--- src/rtl/ifetch_stage.sv ---
// Instruction-fetch stage: owns the PC, keeps at most one imem read in flight,
// and presents {ins, pc, pc+4, valid} to the decoder through the IF/ID register.
module ifetch_stage #(
    parameter logic [31:0] RESET_PC = 32'h0000_0000
) (
    input  logic        sys_clk,
    input  logic        rst,
    input  logic        stall_i,
    input  logic        flush_i,
    input  logic        redirect_i,
    input  logic [31:0] redirect_pc_i,
    output logic        imem_req_o,
    output logic [31:0] imem_addr_o,
    input  logic        imem_ready_i,
    input  logic        imem_rvalid_i,
    input  logic [31:0] imem_rdata_i,
    output logic [31:0] ins_o,
    output logic [31:0] pc_o,
    output logic [31:0] pc_plus4_o,
    output logic        ins_valid_o,
    output logic [1:0]  fsm_state_o
);

    // Handshake: a request transfers on a cycle where imem_req_o && imem_ready_i;
    // its single response arrives on a later cycle with imem_rvalid_i (no backpressure).
    typedef enum logic [1:0] {
        S_REQ  = 2'd0,
        S_WAIT = 2'd1,
        S_DROP = 2'd2,
        S_HOLD = 2'd3
    } state_t;

    state_t      state_q, state_d;
    logic [31:0] pc_q, pc_d;
    logic [31:0] fetch_pc_q, fetch_pc_d;
    logic [31:0] buf_q, buf_d;
    logic [31:0] buf_pc_q, buf_pc_d;
    logic        deliver;
    logic [31:0] dlv_ins, dlv_pc;
    logic [31:0] target_pc;
    logic        unused_low_bits;

    assign target_pc       = {redirect_pc_i[31:2], 2'b00};
    assign unused_low_bits = ^redirect_pc_i[1:0];

    assign imem_req_o  = (state_q == S_REQ) && !redirect_i && !rst;
    assign imem_addr_o = pc_q;
    assign fsm_state_o = state_q;

    always_comb begin
        state_d    = state_q;
        pc_d       = pc_q;
        fetch_pc_d = fetch_pc_q;
        buf_d      = buf_q;
        buf_pc_d   = buf_pc_q;
        deliver    = 1'b0;
        dlv_ins    = buf_q;
        dlv_pc     = buf_pc_q;
        case (state_q)
            S_REQ: begin
                if (redirect_i) begin
                    pc_d = target_pc;
                end else if (imem_ready_i) begin
                    fetch_pc_d = pc_q;
                    pc_d       = pc_q + 32'd4;
                    state_d    = S_WAIT;
                end
            end
            S_WAIT: begin
                if (imem_rvalid_i) begin
                    if (redirect_i) begin
                        pc_d    = target_pc;
                        state_d = S_REQ;
                    end else if (stall_i) begin
                        buf_d    = imem_rdata_i;
                        buf_pc_d = fetch_pc_q;
                        state_d  = S_HOLD;
                    end else begin
                        deliver = 1'b1;
                        dlv_ins = imem_rdata_i;
                        dlv_pc  = fetch_pc_q;
                        state_d = S_REQ;
                    end
                end else if (redirect_i) begin
                    pc_d    = target_pc;
                    state_d = S_DROP;
                end
            end
            S_DROP: begin
                // The stale response is still owed by memory; swallow it before refetching.
                if (redirect_i) pc_d = target_pc;
                if (imem_rvalid_i) state_d = S_REQ;
            end
            S_HOLD: begin
                if (redirect_i) begin
                    pc_d    = target_pc;
                    state_d = S_REQ;
                end else if (!stall_i) begin
                    deliver = 1'b1;
                    state_d = S_REQ;
                end
            end
            default: state_d = S_REQ;
        endcase
    end

    always_ff @(posedge sys_clk) begin
        if (rst) begin
            state_q     <= S_REQ;
            pc_q        <= RESET_PC;
            fetch_pc_q  <= RESET_PC;
            buf_q       <= 32'h0;
            buf_pc_q    <= RESET_PC;
            ins_o       <= 32'h0;
            pc_o        <= RESET_PC;
            pc_plus4_o  <= RESET_PC + 32'd4;
            ins_valid_o <= 1'b0;
        end else begin
            state_q    <= state_d;
            pc_q       <= pc_d;
            fetch_pc_q <= fetch_pc_d;
            buf_q      <= buf_d;
            buf_pc_q   <= buf_pc_d;
            // Flush keeps pc_o/pc_plus4_o so the bubble still carries a sane PC.
            if (flush_i) begin
                ins_o       <= 32'h0;
                ins_valid_o <= 1'b0;
            end else if (stall_i) begin
                ins_o       <= ins_o;
                ins_valid_o <= ins_valid_o;
            end else if (deliver) begin
                ins_o       <= dlv_ins;
                pc_o        <= dlv_pc;
                pc_plus4_o  <= dlv_pc + 32'd4;
                ins_valid_o <= 1'b1;
            end else begin
                ins_o       <= 32'h0;
                ins_valid_o <= 1'b0;
            end
        end
    end

endmodule

--- config.mk ---
export PLATFORM = sky130hd
export DESIGN_NAME = ifetch_stage
export DESIGN_NICKNAME = d
export VERILOG_FILES = /design/src/rtl/ifetch_stage.sv
export SDC_FILE = /design/constraint.sdc
export NUM_CORES = 1
export LEC_CHECK = 0
export BUFFER_PORTS_ARGS = -buffer_cell sky130_fd_sc_hd__buf_2
export CORE_MARGIN = 2
export CORE_UTILIZATION = 55
export CTS_BUF_LIST = sky130_fd_sc_hd__clkbuf_4 sky130_fd_sc_hd__clkbuf_8
export DETAILED_ROUTE_END_ITERATION = 8
export GPL_TIMING_DRIVEN = 1
export HOLD_SLACK_MARGIN = 0.15
export PLACE_DENSITY = 0.85
export SLEW_MARGIN = 20
export SYNTH_ARGS = -nofsm -noshare
export SYNTH_HDL_FRONTEND = slang
export SYNTH_SLANG_ARGS = --single-unit
--- constraint.sdc ---
create_clock -name sys_clk -period 4.8 [get_ports sys_clk]
set_input_delay 0.72 -clock sys_clk [delete_from_list [all_inputs] [get_ports sys_clk]]
set_output_delay 0.72 -clock sys_clk [all_outputs]
set_load 0.02 [all_outputs]
# [Yosys cells after proc, flatten, opt, wreduce, memory -nomap -nowiden]
# Index checks and enable logic that the tools add are counted.
[totals] reg_bits=227 word_cells=63 output_inout_bits=132 inputBits=71
[classes] n_reduce_logical=12 n_eq_ne=10 n_mux=27 add_sub_neg=2 bitwise=3
[op_table] cell="$mux W32" n=11
[op_table] cell="$add A32 B3 Y32 const B" n=2
[op_table] cell="$pmux W32 S2" n=1
[op_table] cell="$mux W2" n=9
[op_table] cell="$ne A3 B3 Y1 const B" n=3
[op_table] cell="$pmux W2 S4" n=1
[op_table] cell="$ne A2 B2 Y1 const B" n=3
[op_table] cell="$reduce_and A3 Y1" n=2
[op_table] cell="$reduce_and A5 Y1" n=1
[op_table] cell="$eq A2 B2 Y1 const B" n=2
[op_table] cell="$mux W1" n=4
[op_table] cell="$reduce_and A4 Y1" n=1
[op_table] cell="$not A1 Y1" n=3
[op_table] cell="$reduce_or A3 Y1" n=1
[op_table] cell="$eq A2 B1 Y1 const B" n=1
[op_table] cell="$logic_and A1 B1 Y1" n=2
[op_table] cell="$logic_not A1 Y1" n=2
[op_table] cell="$logic_not A2 Y1" n=1
[op_table] cell="$ne A2 B1 Y1 const B" n=1
[op_table] cell="$pmux W1 S2" n=1
[op_table] cell="$reduce_and A2 Y1" n=1
[op_table] cell="$reduce_or A2 Y1" n=1

# [Longest topological paths before layout]
# Gate-level depths: netlist of run 1.
[depth] depth_word=5 ltp_mapped=16 depth_no_buf=10

# [Least setup slack after synthesis of run 1]
# Ideal clock, no wire load.
[synth_timing] path_type="in2reg" start="input stall_i" end="register pc_plus4_o[24]" cell_stages=15 n_path_buf=5 setup_ns=0.122 path_slack_ns=1.284 arrival_time_ns=3.394 cell_sequence="or3b_1 buf_6 nor2_8 buf_6 buf_12 buf_6 buf_6 nand2_1 nand2_1 ha_1 nand4_1 o22ai_1 a21boi_4 nor3_1 a311o_1"
[synth_via] elab_chain_len=5 word_cells_on_any_way=11
[synth_lines] item="from (decl)" line="8" rtl="input logic stall_i,"
[synth_lines] item="$mux W32" line="74" rtl="end else if (stall_i) begin"
[synth_lines] item="$mux W32" line="71" rtl="if (redirect_i) begin"
[synth_lines] item="$mux W32" line="70" rtl="if (imem_rvalid_i) begin"
[synth_lines] item="$mux W32" line="59" rtl="case (state_q)"
[synth_lines] item="named net dlv_pc[2]" line="39" rtl="logic [31:0] dlv_ins, dlv_pc;"
[synth_lines] item="$add A32 B3 Y32" line="134" rtl="pc_plus4_o <= dlv_pc + 32'd4;"
[synth_lines] item="to (signal assigned)" line="116" rtl="pc_plus4_o <= RESET_PC + 32'd4;"
[synth_lines] item="to (signal assigned)" line="134"
[synth_lines] item="to (decl)" line="19" rtl="output logic [31:0] pc_plus4_o,"
# The timed path passes the listed nets, and every way through them passes these cells.
# A chain may end at the register's enable or synchronous reset.

# [Worst setup path in the final report of run 1]
# Ends and elaborated chain as after synthesis.

==> impl_summary.txt, run 1 <==
----------------------------------------------------
[Critical path]
  Worst setup EP type ... register
  Critical setup path kind ... in2reg
  Logic depth of the worst register-to-register path ... 11
  Signal arrival time at the worst endpoint ... 3.68 ns
  Stage delay of the slowest cell on the critical path ... 0.41 ns
  Critical path required time ... between 5 and 6 ns
  Master of the slowest instance on the critical path ... sky130_fd_sc_hd__nand2_1
  CP max FO ... 37
  Cells along the critical path ... buf_2, buf_4, nor3b_2, buf_4, nand2_1, nand2_1, nand2_1, ha_1, nand4_1, o22ai_1, buf_4, a21boi_4, nor3_1, a311o_1
  Nature of the critical path startpoint ... input port

[Placed design]
  Area after DPL ... 0.0109 mm2
  IO Port Bufs ... 194
  Final GP Congestion ... 0.953
  Worst setup timing slack at the placement stage ... around 1.1 ns
  Post-DP HPWL ... approximately 19000 um

[Flow run]
  Max-cap violation count ... 0

[Synth]
  Area share of fa/ha/maj cells after synthesis ... less than 1%
  Asr flop ratio synth ... 0%
  Register bit total from synthesis ... 217
  Gate count of the mapped netlist ... 1295
  Complex-gate fraction of the synthesized area ... approximately a fifth
  Syn Area/Cell ... 7.68 um2
  Post-synthesis instance area ... 0.00994 mm2
  Number of distinct library cells after synthesis ... 72
  Basic-gate share of the synthesized area counting and, or, nand and nor cells ... roughly a quarter
  Most frequently used flop master after synthesis ... sky130_fd_sc_hd__dfxtp_1
  Number of enable flip-flop cells after synthesis ... 0
  Post-synthesis xor/xnor area fraction ... 2.47%
  Yosys warning total ... 0
  Fraction of synthesized area in multiplexers ... 3.07%
  Combinational family with the most area after synthesis ... simple AND/OR/NAND/NOR gates
  Post-synthesis sequential area ratio ... a little over two fifths

[Timing]
  Setup repair after global routing missed its margin ... no
  Portion of the clock cycle consumed by the worst path in the final layout ... 68.4%
  Final count of hold timing violations ... 0
  Worst relative slew slack ... 39.2%
  Slew @ Worst Pin ... 0.909 ns
  Minimum clock period ... 3.28 ns
  Hold slack ... 0.423 ns
  Setup slack after layout ... 1.52 ns
  Setup TNS after final layout ... 0 ns
  Number of endpoints failing setup at the final stage ... 0
  FMAX ... 0.305 GHz
  Max-slew violations ... 0
  Max Clock Skew ... 0.0173 ns

[GRT]
  Global-route total usage across every layer ... 27.7%
  Maximum number of pins on one net before global-route repair ... 85
  Grt ovf ... 0
  Global-route wire length before repair ... about 45000 um
  Number of antenna violations at the first check in global routing ... 1
  Via count of the first global-routing pass ... 8939

[Finish]
  Fraction of layout cells with a size suffix above 1 ... between 10% and 20%
  Final standard cell utilization of the core ... 65.4%
  Final cell area excluding filler cells ... 0.0117 mm2
  Layout filler cell count ... 1521
  NumNets Final ... 1519
  Synthesis-to-finish area growth ... 17.3%

[Clocking]
  Sink Count ... around 220
  CTS tree ... built
  Count of instances resized after the clock tree is built ... 0
  Bufs on Longest Clock Path ... 3
  Latest clock arrival within the worst-skew pair ... roughly 0.52 ns
  Setup Buffers After CTS ... 0
  H-tree Lvls ... 2
  TritonCTS buffer count ... 37
  Worst-path clk slew ... roughly 0.06 ns
  CTS Hold Bufs ... 0
  Cell at the root of the clock tree ... sky130_fd_sc_hd__clkbuf_8

[Detailed routing]
  Average via count per standard cell ... ~6
  Initial DRC count ... 901
  DRC violations left ... 0
  Count of nets left with antenna violations after detail routing ... 0
  Number of vias after detailed routing ... 9959
  Final routed wirelength across all metal layers ... 27900 um
  Number of detailed-routing iterations run before antenna repair ... 5
  Routed wire per std cell ... 16.4 um

[Floorplan]
  Top Ports ... 203
  Floorplan core area ... roughly 0.018 mm2
  Die Area ... 0.0192 mm2
  Horizontal die dimension ... roughly 140 um
  Vertical die dimension ... between 100 and 150 um
  Initial cell density of the core ... a little under three fifths
  Number of rows created at floorplan ... 49

[Hold path]
  Hold Path Depth ... 2
  Hold WC Path Type ... in2reg

[Power]
  Power density normalized to cell area ... roughly 330 mW/mm2
  Leakage power ... around 4.3 nW
  IR drop worst, VDD ... 0.226 mV

[Outcome]
  Result of the run ... finished clean

----------------------------------------------------
-- routing by layer --
metal	vias to the layer above	GRT usage (%)	share of wire, %
met3	54	5.51	9.5
met4	0	7.73	1.9
met1	4607	40.7	45
met5	-	0	0
li1	4780	-	-
met2	518	41.5	44
-- logic make-up (layout without fill, tap and decap cells) --
logic type,after synthesis,after routing
other cells,1,7
flops,217,217
mux,30,30
fa+ha+maj,2,2
simple gates,578,578
compound gates,330,330
xor+xnor,28,28
buf+inv,109,277
-- worst max-delay path, delay by kind of cell --
| kind | cells | cell delay, ns |
|---|---|---|
| AND/OR/NAND/NOR | 6 | 1.03 |
| adder cells (fa/ha/maj) | 1 | 0.25 |
| AO/OA/AOI/OAI | 3 | 0.79 |
| buffers and inverters | 4 | 0.88 |
-- cell usage in the layout, fill, tap and decap left out, types with 10 or more instances in the layout --
cell type / Yosys / layout
sky130_fd_sc_hd__xor2_1: 12 / 12
sky130_fd_sc_hd__mux2i_1: 26 / 26
sky130_fd_sc_hd__buf_4: 8 / 15
sky130_fd_sc_hd__nand3_1: 29 / 29
sky130_fd_sc_hd__nor2_1: 107 / 107
sky130_fd_sc_hd__o21ai_0: 32 / 32
sky130_fd_sc_hd__xnor2_1: 16 / 16
sky130_fd_sc_hd__and4_1: 10 / 10
sky130_fd_sc_hd__a311oi_1: 10 / 10
sky130_fd_sc_hd__nor3_1: 16 / 16
sky130_fd_sc_hd__and3_1: 15 / 14
sky130_fd_sc_hd__nand2_1: 334 / 331
sky130_fd_sc_hd__clkbuf_8: 0 / 48
sky130_fd_sc_hd__a211oi_1: 31 / 31
sky130_fd_sc_hd__buf_2: 7 / 193
sky130_fd_sc_hd__nand4_1: 26 / 26
sky130_fd_sc_hd__a21oi_1: 193 / 193
sky130_fd_sc_hd__dfxtp_1: 217 / 217
-- per-stage QoR --
step | instances | total power [mW]
finish | 1698 | 3.89
global route | 1697 | 4.03
CTS | 1697 | 3.91
detailed placement | 1636 | 2.20
global placement | 1636 | 2.20
floorplan | 1300 | 2.10
-- state kept, by name (all words and copies together) (netlist names) --
signal,count
buf_pc_q,30
pc_o,30
ins_valid_o,1
pc_plus4_o,30
fetch_pc_q,30
buf_q,32
fsm_state_o,2
imem_addr_o,30
ins_o,32
-- final timing paths --
kind,startpoint,end,slack (ns)
hold reg to reg,pc_plus4_o[2],pc_plus4_o[2],0.44
setup reg to reg,fsm_state_o[0],pc_plus4_o[24],1.53
hold / removal,redirect_pc_i[26],imem_addr_o[26],0.42
setup / recovery,stall_i,pc_plus4_o[24],1.52
-- synthesized netlist by cell type, drive strengths merged, types with 8 or more instances --
master	number	area, um2
nand3	29	145
and2	8	50.1
dfxtp	217	4340
buf	26	183
xor2	12	105
xnor2	16	140
a21oi	193	966
mux2i	26	260
a211oi	32	253
and3	15	93.8
nand2	334	1250
nor3	17	90.1
and4	10	87.6
a311oi	10	87.6
clkbuf	75	282
o22ai	9	56.3
nor2	108	422
nand4	27	184
o21ai	35	175
-- power by group --
part | internal, mW | leakage (nW) | switching, mW
clock | 1.01 | 0.408 | 0.714
combinational | 0.0912 | 2.18 | 0.194
sequential | 1.84 | 1.76 | 0.0529
-- area by class of cell --
type,count,area (um2),area share [%]
multi-input cells,974,5150,44.1
clock inverters,5,52.6,0.451
clock buffers,56,721,6.18
well taps,229,287,2.46
inverters,8,30.0,0.257
repair buffers,208,1080,9.25
diodes,1,2.50,0.0215
flip-flops and latches,217,4340,37.2
(Power assumes the default switching activity.)
==> run 2, diff against run 1 <==
- clock period: 4.8 -> 3.27 ns (I/O delays scaled with it)
==> impl_summary.txt, run 2 (synthesized netlist as in run 1, its figures left out) <==
----------------------------------------------------
[Outcome]
  Result of the run ... finished clean (unchanged)

[Flow run]
  Max-cap violation count ... 0 (unchanged)

[Floorplan]
  Horizontal die dimension ... 138 um (unchanged)
  Initial cell density of the core ... 55.7% (unchanged)
  Top Ports ... 203 (unchanged)
  Vertical die dimension ... 138 um (unchanged)
  Die Area ... 0.0192 mm2 (unchanged)
  Floorplan core area ... 0.0178 mm2 (unchanged)
  Number of rows created at floorplan ... 49 (unchanged)

[Placed design]
  Post-DP HPWL ... 19200 um (was 18800 um)
  IO Port Bufs ... 194 (unchanged)
  Final GP Congestion ... 0.958 (was 0.953)
  Post-Place Cells ... 1649 (was 1636)

[Clocking]
  Sink Count ... 217 (unchanged)
  H-tree Lvls ... 2 (unchanged)
  Count of instances resized after the clock tree is built ... 0 (unchanged)
  CTS Hold Bufs ... 0 (unchanged)
  TritonCTS buffer count ... 37 (unchanged)
  Latest clock arrival within the worst-skew pair ... 0.54 ns (was 0.52 ns)
  Cell at the root of the clock tree ... sky130_fd_sc_hd__clkbuf_8 (unchanged)
  Worst-path clk slew ... 0.06 ns (about the same)
  CTS tree ... built (unchanged)
  Setup Buffers After CTS ... 0 (unchanged)
  Bufs on Longest Clock Path ... 3 (unchanged)

[Detailed routing]
  Number of vias after detailed routing ... 10000 (was 9959)
  Average via count per standard cell ... 5.85 (was 5.87)
  Final routed wirelength across all metal layers ... 28100 um (was 27900 um)
  Count of nets left with antenna violations after detail routing ... 0 (unchanged)
  Routed wire per std cell ... 16.4 um (about the same)
  Number of detailed-routing iterations run before antenna repair ... 5 (unchanged)
  DRC violations left ... 0 (unchanged)
  Initial DRC count ... 745 (was 901)

[Timing]
  Final count of hold timing violations ... 0 (unchanged)
  Minimum clock period ... 2.70 ns
  Setup TNS after final layout ... 0 ns (unchanged)
  FMAX ... 0.370 GHz
  Max-slew violations ... 0 (unchanged)
  Max Clock Skew ... 0.0170 ns (was 0.0173 ns)
  Worst relative slew slack ... 35.1% (was 39.2%)
  Number of endpoints failing setup at the final stage ... 0 (unchanged)
  Slew @ Worst Pin ... 0.974 ns (was 0.909 ns)
  Portion of the clock cycle consumed by the worst path in the final layout ... 82.6%
  Setup repair after global routing missed its margin ... no (unchanged)

[Finish]
  NumNets Final ... 1532 (was 1519)
  Multi-input gate area in the final layout ... 0.00514 mm2 (was 0.00515 mm2)
  Synthesis-to-finish area growth ... 18.4% (was 17.3%)
  Final Instance Count excl. Fillers ... 1713 (was 1698)
  Most common cell after layout, fill and taps aside ... sky130_fd_sc_hd__nand2_1 (unchanged)
  N_diodes ... 0 (was 1)
  Layout filler cell count ... 1539 (was 1521)
  Regs by FF count ... buf_q (32), ins_o (32) (unchanged)
  Area of all sequential standard cells ... 0.00435 mm2 (was 0.00434 mm2)
  Fraction of layout cells with a size suffix above 1 ... 20.6% (was 19.8%)
  Most used cells in the layout excluding fill and tap cells ... 333 x sky130_fd_sc_hd__nand2_1, 216 x sky130_fd_sc_hd__dfxtp_1, 193 x sky130_fd_sc_hd__a21oi_1, 193 x sky130_fd_sc_hd__buf_2, 107 x sky130_fd_sc_hd__nor2_1 (was 331 x sky130_fd_sc_hd__nand2_1, 217 x sky130_fd_sc_hd__dfxtp_1, 193 x sky130_fd_sc_hd__a21oi_1, 193 x sky130_fd_sc_hd__buf_2, 107 x sky130_fd_sc_hd__nor2_1)

[Critical path]
  Cells along the critical path ... or3b_1, nor2_8, buf_4, mux2_2, a211oi_4, nand3b_1, a31o_1 (was buf_2, buf_4, nor3b_2, buf_4, nand2_1, nand2_1, nand2_1, ha_1, nand4_1, o22ai_1, buf_4, a21boi_4, nor3_1, a311o_1)
  CP Capture Point ... pc_plus4_o[31] (was pc_plus4_o[24])
  Master of the slowest instance on the critical path ... sky130_fd_sc_hd__mux2_2 (was sky130_fd_sc_hd__nand2_1)
  CP Depth ... 7 (was 14)
  Critical setup path kind ... reg2reg (was in2reg)
  Flop-to-flop setup slack ... 0.57 ns (was 1.53 ns)
  Total buffers and inverters traversed by the critical path ... 1 (was 4)
  Worst r2r dst ... pc_plus4_o[31] (was pc_plus4_o[24])
  Critical path required time ... 3.70 ns (was 5.19 ns)
  Crit. Startpoint ... fsm_state_o[0] (was stall_i)
  Nature of the critical path startpoint ... register (was input port)
  Startpoint of the worst register-to-register path ... fsm_state_o[0] (unchanged)
  CP max FO ... 29 (was 37)
  CP top delay family ... simple AND/OR/NAND/NOR gates (unchanged)
  Stage delay of the slowest cell on the critical path ... 0.51 ns (was 0.41 ns)
  Logic depth of the worst register-to-register path ... 7 (was 11)
  Signal arrival time at the worst endpoint ... 3.13 ns (was 3.68 ns)
  Worst setup EP type ... register (unchanged)

[Power]
  Power density normalized to cell area ... 486 mW/mm2 (was 334 mW/mm2)
  IR drop worst, VDD ... 0.400 mV (was 0.226 mV)
  Power consumption ... 5.72 mW (was 3.89 mW)
  Leakage power ... 4.41 nW (was 4.35 nW)

[GRT]
  Global-route total usage across every layer ... 28.0% (was 27.7%)
  Maximum number of pins on one net before global-route repair ... 92 (was 85)
  Global-route wire length before repair ... 45400 um (was 45100 um)
  Grt ovf ... 0 (unchanged)
  Via count of the first global-routing pass ... 9022 (was 8939)
  Number of antenna violations at the first check in global routing ... 0 (was 1)

[Hold path]
  Hold WC Path Type ... in2reg (unchanged)

----------------------------------------------------
==> run 2: cell count changes in the layout (fill, tap and decap cells not counted), sizes merged <==
cell,previous run,this run
clkbuf,56,57
inv,7,9
buf,208,221
diode,1,0
==> run 2: worst reg2reg max path: stages (launching register included) <==
cell and delay, ns:
sky130_fd_sc_hd__dfxtp_2 0.42, sky130_fd_sc_hd__or3b_1 0.47, sky130_fd_sc_hd__nor2_8 0.16, sky130_fd_sc_hd__buf_4 0.36
sky130_fd_sc_hd__mux2_2 0.52, sky130_fd_sc_hd__a211oi_4 0.36, sky130_fd_sc_hd__nand3b_1 0.11, sky130_fd_sc_hd__a31o_1 0.21
==> run 2: area by class of cell <==
class,count,share of cell area (%)
clock buffer,57,5.92
timing repair buffer,221,10.2
tap,229,2.43
inverter,8,0.255
multi-input combinational,974,43.7
sequential,217,36.9
clock inverter,7,0.595
==> run 2: how the worst min path moves through the flow <==
stage / from / endpoint / slack (ns) / depth (start not counted)
2_1_floorplan: buf_pc_q[29] / buf_pc_q[29] / 0.43 / 2
3_3_place_gp: pc_plus4_o[2] / pc_plus4_o[2] / 0.43 / 2
3_5_place_dp: pc_plus4_o[2] / pc_plus4_o[2] / 0.43 / 2
4_1_cts: redirect_pc_i[2] / imem_addr_o[2] / 0.17 / 3
5_1_grt: redirect_pc_i[26] / imem_addr_o[26] / 0.17 / 2
6_report: redirect_pc_i[2] / imem_addr_o[2] / 0.19 / 3
==> run 2: through the flow <==
step | instance area, um2 | util, % | hold slack, ns | setup slack (ns)
floorplan | 9970 | - | 0.433 | 0.0534
global placement | 11000 | 61.7 | 0.427 | 0.426
detailed placement | 11000 | 61.7 | 0.432 | 0.381
CTS | 11800 | 66.0 | 0.167 | 0.574
global route | 11800 | 66.0 | 0.173 | 0.391
finish | 11800 | 66.0 | 0.190 | 0.568
==> run 2: report_power, final <==
| group | internal [mW] | switching (mW) |
|---|---|---|
| combinational | 0.140 | 0.284 |
| sequential | 2.70 | 0.0772 |
| clock | 1.44 | 1.08 |
| total | 4.28 | 1.45 |
==> run 2: routing by layer <==
layer  vias up  wire [um]  track usage, %
met4         0        595            9.56
met3        52       2490            5.02
li1       4814          -               -
met2       530      12400            42.6
met1      4629      12600            40.4
met5         -          0               0
==> run 3, diff against run 2 <==
- clock period: 3.27 -> 2.8 ns (I/O delays scaled with it)
==> impl_summary.txt, run 3 (synthesized netlist as in run 1, its figures left out) <==
----------------------------------------------------
[Power]
  Leakage power ... 4.63 nW (was 4.41 nW)
  Power density normalized to cell area ... 549 mW/mm2 (was 486 mW/mm2)
  Internal cell power ... 5.03 mW (was 4.28 mW)
  Sw frac ... 25.3% (about the same)
  Clk network pwr share ... 43.8% (was 44.1%)
  IR drop worst, VDD ... 0.512 mV (was 0.400 mV)
  Sequential cell fraction of total power ... 48.1% (was 48.5%)
  Power consumption ... 6.73 mW (was 5.72 mW)
  Combinational share of power ... 8.2% (was 7.4%)
  Net switching power ... 1.70 mW (was 1.45 mW)

[Timing]
  Max Clock Skew ... 0.0277 ns (was 0.0170 ns)
  Setup TNS after final layout ... 0 ns (unchanged)
  Slew @ Worst Pin ... 0.770 ns (was 0.974 ns)
  Final count of hold timing violations ... 0 (unchanged)
  Worst relative slew slack ... 48.7% (was 35.1%)
  Minimum clock period ... 2.55 ns (was 2.70 ns)
  Number of endpoints failing setup at the final stage ... 0 (unchanged)
  Setup repair after global routing missed its margin ... no (unchanged)
  Max-slew violations ... 0 (unchanged)
  Hold slack ... 0.161 ns (was 0.190 ns)
  Portion of the clock cycle consumed by the worst path in the final layout ... 90.9% (was 82.6%)
  FMAX ... 0.393 GHz (was 0.370 GHz)

[Critical path]
  Critical path required time ... 3.20 ns (was 3.70 ns)
  Stage delay of the slowest cell on the critical path ... 0.45 ns (was 0.51 ns)
  Signal arrival time at the worst endpoint ... 2.95 ns (was 3.13 ns)
  Critical setup path kind ... reg2reg (unchanged)
  CP max FO ... 34 (was 29)
  Cells along the critical path ... or3b_4, nor2_8, buf_12, buf_4, a41oi_1, buf_4, nor3_1, mux2i_1, o21ai_0 (was or3b_1, nor2_8, buf_4, mux2_2, a211oi_4, nand3b_1, a31o_1)
  Worst setup EP type ... register (unchanged)
  Most prevalent standard cell on the critical path ... sky130_fd_sc_hd__buf_4
  Master of the slowest instance on the critical path ... sky130_fd_sc_hd__or3b_4 (was sky130_fd_sc_hd__mux2_2)
  Nature of the critical path startpoint ... register (unchanged)

[Clocking]
  CTS tree ... built (unchanged)
  Bufs on Longest Clock Path ... 3 (unchanged)
  Cell at the root of the clock tree ... sky130_fd_sc_hd__clkbuf_8 (unchanged)
  H-tree Lvls ... 2 (unchanged)
  Sink Count ... 217 (unchanged)
  Worst-path clk slew ... 0.06 ns (about the same)
  Latest clock arrival within the worst-skew pair ... 0.53 ns (was 0.54 ns)
  TritonCTS buffer count ... 38 (was 37)
  Setup Buffers After CTS ... 0 (unchanged)

[Floorplan]
  Vertical die dimension ... 138 um (unchanged)
  Die Area ... 0.0192 mm2 (unchanged)
  Horizontal die dimension ... 138 um (unchanged)
  Floorplan core area ... 0.0178 mm2 (unchanged)
  Number of rows created at floorplan ... 49 (unchanged)
  Initial cell density of the core ... 55.7% (unchanged)
  Top Ports ... 203 (unchanged)

[Hold path]
  Hold WC Path Type ... in2reg (unchanged)

[Detailed routing]
  Average via count per standard cell ... 5.78 (was 5.85)
  DRC violations left ... 0 (unchanged)
  Final routed wirelength across all metal layers ... 28900 um (was 28100 um)
  Count of nets left with antenna violations after detail routing ... 0 (unchanged)
  Initial DRC count ... 991 (was 745)
  Routed wire per std cell ... 16.4 um (about the same)
  Number of detailed-routing iterations run before antenna repair ... 5 (unchanged)
  Number of vias after detailed routing ... 10200 (was 10000)

[GRT]
  Number of antenna violations at the first check in global routing ... 0 (unchanged)
  Global-route total usage across every layer ... 29.1% (was 28.0%)
  Maximum number of pins on one net before global-route repair ... 77 (was 92)
  Global-route wire length before repair ... 47100 um (was 45400 um)
  Via count of the first global-routing pass ... 9341 (was 9022)
  Grt ovf ... 0 (unchanged)

[Finish]
  NumNets Final ... 1580 (was 1532)
  Layout filler cell count ... 1440 (was 1539)
  Fraction of layout cells with a size suffix above 1 ... 21.3% (was 20.6%)
  Synthesis-to-finish area growth ... 23.2% (was 18.4%)
  Final Instance Count excl. Fillers ... 1763 (was 1713)
  N_diodes ... 0 (unchanged)
  Regs by FF count ... buf_q (32), ins_o (32) (unchanged)
  Most used cells in the layout excluding fill and tap cells ... 331 x sky130_fd_sc_hd__nand2_1, 216 x sky130_fd_sc_hd__dfxtp_1, 193 x sky130_fd_sc_hd__a21oi_1, 193 x sky130_fd_sc_hd__buf_2, 107 x sky130_fd_sc_hd__nor2_1 (was 333 x sky130_fd_sc_hd__nand2_1, 216 x sky130_fd_sc_hd__dfxtp_1, 193 x sky130_fd_sc_hd__a21oi_1, 193 x sky130_fd_sc_hd__buf_2, 107 x sky130_fd_sc_hd__nor2_1)
  Most common cell after layout, fill and taps aside ... sky130_fd_sc_hd__nand2_1 (unchanged)

[Flow run]
  Max-cap violation count ... 0 (unchanged)

[Placed design]
  Post-Place Cells ... 1663 (was 1649)
  IO Port Bufs ... 194 (unchanged)
  Final GP Congestion ... 0.972 (was 0.958)
  Post-DP HPWL ... 19400 um (was 19200 um)

[Outcome]
  Result of the run ... finished clean (unchanged)

----------------------------------------------------
[run 3: what timing repair did]
action | 4_1_cts | 5_1_grt
hold buffers | 32 | 1
resized for setup | 0 | 1
hold endpoints to repair | 32 | 1
setup endpoints to repair | 0 | 1
[run 3: path summary, 6_finish.rpt]
kind	startpoint	to	slack, ns	depth (start not counted)
worst max-delay path	fsm_state_o[0]	pc_plus4_o[19]	0.25	9
worst min-delay path	imem_rdata_i[8]	buf_q[8]	0.16	3
worst max register to register	fsm_state_o[0]	pc_plus4_o[19]	0.25	9
worst min register to register	pc_plus4_o[2]	pc_plus4_o[2]	0.45	2
[run 3: layout make-up]
class,instances,area [um2],share of cell area (%)
Multi-Input combinational cell,974,5160,42.1
Sequential cell,217,4350,35.5
Timing Repair Buffer,268,1650,13.5
Clock buffer,61,739,6.04
Tap cell,229,287,2.34
Clock inverter,6,37.5,0.306
Inverter,8,30.0,0.245
[run 3: power by group through the flow]
| stage | combinational (mW) | sequential [mW] | clock, mW |
|---|---|---|---|
| global placement | 0.493 | 3.29 | 0 |
| finish | 0.549 | 3.23 | 2.94 |
| floorplan | 0.280 | 3.32 | 0 |
| global route | 0.594 | 3.24 | 3.13 |
| detailed placement | 0.502 | 3.30 | 0 |
| CTS | 0.539 | 3.23 | 2.99 |
[run 3: worst max-delay path: cells and delay by family (launching register included)]
kind	cells	cell delay, ns
flops	1	0.39
simple gates	3	0.84
mux	1	0.25
compound gates	2	0.24
buf+inv	3	0.69
[run 3: routing by layer]
layer	GRT usage [%]	up-vias	share of wire (%)
met2	44.2	518	44
met4	8.81	0	2.3
met3	6.34	63	9.5
met1	41.7	4697	44
li1	-	4920	-
met5	0	-	0
[run 3: through the flow]
stage / instance area, um2 / worst slack, ns / util, %
4_1_cts: 12200 / 0.163 / 68.6
3_5_place_dp: 11100 / 0.0428 / 62.5
5_1_grt: 12300 / 0.0415 / 68.7
3_3_place_gp: 11100 / 0.109 / 62.5
2_1_floorplan: 10000 / -0.175 / -
6_report: 12300 / 0.253 / 68.7
